===== config.mk =====
export PLATFORM = sky130hd
export DESIGN_NAME = scan_mux
export DESIGN_NICKNAME = d
export VERILOG_FILES = /design/src/rtl/scan_mux.sv
export SDC_FILE = /design/constraint.sdc
export NUM_CORES = 1
export LEC_CHECK = 0
export ABC_CLOCK_PERIOD_IN_PS = 2720
export BUFFER_PORTS_ARGS = -buffer_cell sky130_fd_sc_hd__clkbuf_2
export CORE_ASPECT_RATIO = 0.75
export CORE_MARGIN = 10
export CORE_UTILIZATION = 40
export CTS_CLUSTER_SIZE = 16
export DETAILED_ROUTE_END_ITERATION = 10
export GPL_TIMING_DRIVEN = 1
export PLACE_DENSITY = 0.67
export SYNTH_ARGS = -nofsm -noshare
export SYNTH_HDL_FRONTEND = slang
export SYNTH_SLANG_ARGS = --single-unit

===== constraint.sdc =====
create_clock -name clk -period 2.72 [get_ports clk]
set_clock_uncertainty 0.1 [all_clocks]
set_input_delay 0.136 -clock clk [delete_from_list [all_inputs] [get_ports clk]]
set_output_delay 0.136 -clock clk [all_outputs]
set_load 0.005 [all_outputs]

===== src/rtl/scan_mux.sv =====
// Registered N-channel x W-bit multiplexer with a round-robin scanner over enabled channels.
// Manual mode is a registered N:1 select; scan mode emits one enabled channel per cycle.
module scan_mux #(
    parameter int N  = 16,
    parameter int W  = 8,
    parameter int SW = 4
) (
    input  logic           clk,
    input  logic           rst,
    input  logic [N*W-1:0] in,
    input  logic           mode,
    input  logic [SW-1:0]  sel,
    input  logic [N-1:0]   en_mask,
    input  logic           hold,
    output logic [W-1:0]   out,
    output logic [SW-1:0]  out_ch,
    output logic           out_valid,
    output logic           wrap
);

    // Output stream is valid-only with no backpressure: out and out_ch are meaningful
    // exactly in cycles where out_valid=1; the consumer must accept every such cycle.

    if (N < 2 || N > 256) begin : g_bad_n
        $error("scan_mux: N must be in 2..256");
    end
    if (W < 1) begin : g_bad_w
        $error("scan_mux: W must be at least 1");
    end
    if ((2 ** SW) < N) begin : g_bad_sw
        $error("scan_mux: SW too narrow for N channels");
    end

    logic [SW-1:0] ptr;

    logic [W-1:0]  sel_data;
    logic          sel_en;
    logic [W-1:0]  ptr_data;
    logic          ptr_en;

    logic          any_en;
    logic [SW-1:0] lowest_idx;
    logic          found_above;
    logic [SW-1:0] above_idx;

    // Channel lookup by index; indices at or above N match nothing and read as disabled.
    always_comb begin
        sel_data = '0;
        sel_en   = 1'b0;
        ptr_data = '0;
        ptr_en   = 1'b0;
        for (int i = 0; i < N; i++) begin
            if (SW'(i) == sel) begin
                sel_data = in[i*W +: W];
                sel_en   = en_mask[i];
            end
            if (SW'(i) == ptr) begin
                ptr_data = in[i*W +: W];
                ptr_en   = en_mask[i];
            end
        end
    end

    // Single-cycle priority search: walking downward leaves the lowest match as the final value.
    always_comb begin
        any_en      = 1'b0;
        lowest_idx  = '0;
        found_above = 1'b0;
        above_idx   = '0;
        for (int i = N - 1; i >= 0; i--) begin
            if (en_mask[i]) begin
                any_en     = 1'b1;
                lowest_idx = SW'(i);
                if (SW'(i) > ptr) begin
                    found_above = 1'b1;
                    above_idx   = SW'(i);
                end
            end
        end
    end

    always_ff @(posedge clk) begin
        if (rst) begin
            ptr       <= '0;
            out       <= '0;
            out_ch    <= '0;
            out_valid <= 1'b0;
            wrap      <= 1'b0;
        end else if (hold) begin
            out_valid <= 1'b0;
            wrap      <= 1'b0;
        end else if (!mode) begin
            out       <= sel_en ? sel_data : '0;
            out_ch    <= sel;
            out_valid <= sel_en;
            wrap      <= 1'b0;
        end else if (!any_en) begin
            out       <= '0;
            out_ch    <= ptr;
            out_valid <= 1'b0;
            wrap      <= 1'b0;
        end else begin
            // A pointer left on a channel disabled mid-scan emits one invalid beat, then moves on.
            out       <= ptr_en ? ptr_data : '0;
            out_ch    <= ptr;
            out_valid <= ptr_en;
            wrap      <= !found_above;
            ptr       <= found_above ? above_idx : lowest_idx;
        end
    end

endmodule

==> summary.md <==
| Metric | Value |
|---|---|
| Drt initial violations | `949` |
| GRT Total Usage | `between 20% and 30%` |
| RSZ-0062 raised after global routing | `false` |
| Synthesized Nets | `775` |
| Most common flop cell mapped by yosys | `dfxtp_1` |
| Max-Cap Viols | `0` |
| Leakage power | `2.36 nW` |
| DIE HEIGHT | `112 um` |
| Total power | `about 1.6 mW` |
| Avg WL per Cell | `26.5 um` |
| Mapped Area | `approximately 0.0045 mm2` |
| CTS Buf Count | `3` |
| Setup Crit Path Kind | `flop to flop` |
| Setup bufs post-CTS | `0` |
| Final WL | `24300 um` |
| Crit end category | `flop` |
| Vias | `6285` |
| DRT Pass-1 Iters | `6` |
| Post-synthesis sequential area ratio | `under 10%` |
| Slew Limit Fails | `0` |
| Yosys top cell area share | `between 7 and 8%` |
| Startpoint types | `flop` |
| Period utilization | `92.4%` |
| Largest net degree at the start of global routing | `35` |
| CTS tree | `yes` |
| Vias per cell | `6.87` |
| Commonest cells in the netlist | `a21oi_1 (67), nand2_1 (50), nor2_1 (50)` |
| Flops & latches, synth | `18` |
| Worst-Skew Late Latency | `between 0.2 and 0.3 ns` |
| Top Ports | `166` |
| Die Wd | `143 um` |
| Post-synthesis cell count | `623` |
| Drc violations | `0` |
| FFs w/ async S/R, synth | `0%` |
| Unique masters post-synth | `83` |
| Least-Margin Pin Slew | `0.690 ns` |
| Top-count cell post-synth | `a21oi_1` |
| Vias in the first global route | `6148` |
| GP Congestion | `approximately 1.0` |
| Root buf cell | `clkbuf_16` |
| Post-route setup TNS | `0 ns` |
| Resize count post-CTS | `0` |
| CP required | `2.77 ns` |
| Die area | `0.0160 mm2` |
| FMAX | `just under 400 MHz` |
| Post-layout nets | `928` |
| First-pass GRT wire length | `36500 um` |
| Critical Path AT | `2.56 ns` |
| Clk sinks | `18` |
| Initial antenna violation count | `0` |
| Status | `completed` |
| Core area | `0.0110 mm2` |
| Area growth syn-to-layout | `23.7%` |
| Max Root-Sink Buffers | `2` |
| Layout cells sized above 1 | `36.0%` |
| Syn. warnings | `0` |
| Syn avg cell area | `about 7.3 um2` |
| GRT overflow | `0` |
| Reg clk slew, reported paths | `0.06 ns` |
| # port buffers | `165` |
| Final HPWL DP | `between 15000 and 20000 um` |
| Synth area leaders | `dfxtp_1 (8.0%), mux4_2 (7.5%), a21oi_1 (7.4%)` |
| Post-synth EDFFs | `0` |
| DRT antenna net count | `0` |
| PD cells | `285 mW/mm2` |
| Post-CTS Hold Fix Bufs | `0` |
| Worst Hold Class | `primary input to flop` |
| Ant diodes | `0` |
| Starting density of the core | `41.2%` |
| H-tree depth | `1` |
| Cell Rows | `33` |
| Slew HR | `54.0%` |
| Period minus WS final | `2.51 ns` |
| Worst vdd ir | `roughly 0.00018 V` |
| Worst Path Max Fanout | `29` |
| Final setup fails | `0` |
| Final Hold Vio Count | `0` |
| Cell taking the most area after synthesis | `dfxtp_1` |
==> cell families after synthesis <==
family	synth area share, %
simple gates	21.2
mux	18.1
buf+inv	10.4
xor+xnor	0.194
flops	7.96
compound gates	42.2
==> per-stage QoR <==
stage               hold WS, ns  instance area (um2)  util [%]  worst slack [ns]  cells
detailed placement        0.365                 5510      50.1             0.182    911
floorplan                 0.153                 4530         -             0.707    623
CTS                       0.120                 5590      50.9             0.261    915
global placement          0.354                 5510      50.1             0.172    911
finish                    0.133                 5600      51.0             0.206    915
global route              0.137                 5600      51.0            0.0439    915
==> state kept, by name, summed over array words and instances (netlist names) <==
register	count
ptr	4
out	8
wrap	1
out_ch	4
out_valid	1
==> where the power goes <==
group	switching [mW]	leakage, nW	internal (mW)
Combinational	0.543	2.17	0.398
Sequential	0.0315	0.149	0.281
Clock	0.116	0.0442	0.225
==> metal layers <==
| metal | global-route usage [%] | routed length [um] |
|---|---|---|
| met5 | 0 | 0 |
| met4 | 6.79 | 534 |
| met3 | 7.75 | 3350 |
| met2 | 42.2 | 10100 |
| met1 | 40.1 | 10300 |
==> final timing paths <==
path,start,to,slack (ns),depth (start not counted)
hold / removal,en_mask[1],ptr[1]$_SDFFE_PP0P_,0.13,2
hold reg to reg,out[1]$_SDFFE_PP0N_,out[1]$_SDFFE_PP0N_,0.37,2
setup / recovery,ptr[0]$_SDFFE_PP0P_,out[7]$_SDFFE_PP0N_,0.21,7
setup reg to reg,ptr[0]$_SDFFE_PP0P_,out[7]$_SDFFE_PP0N_,0.21,7
==> cells in the final DEF (no fill, tap or decap), drive strengths merged, types with 14 or more instances in the layout <==
master and instances:
mux4 15, buf 48, nor3 16, mux2 16, a221oi 14, clkbuf 169
inv 18, mux2i 30, o22ai 19, nor2 51, a21oi 67, dfxtp 18
o21ai 36, nand2 52
==> final cells by class <==
cell class | count | area, um2
sequential | 18 | 367
multi-input combinational | 520 | 3690
inverter | 20 | 75.1
tap | 140 | 175
clock buffer | 4 | 88.8
timing repair buffer | 213 | 1200
fill | 1134 | 5390
==> critical path: stages (launching register included) <==
cell and delay (ns):
dfxtp_2 0.70, buf_4 0.29, mux4_2 0.53, nand2_1 0.08
o211ai_1 0.09, a21oi_1 0.17, a31oi_1 0.10, a211o_1 0.33
Power figures use the tool's default switching activity.
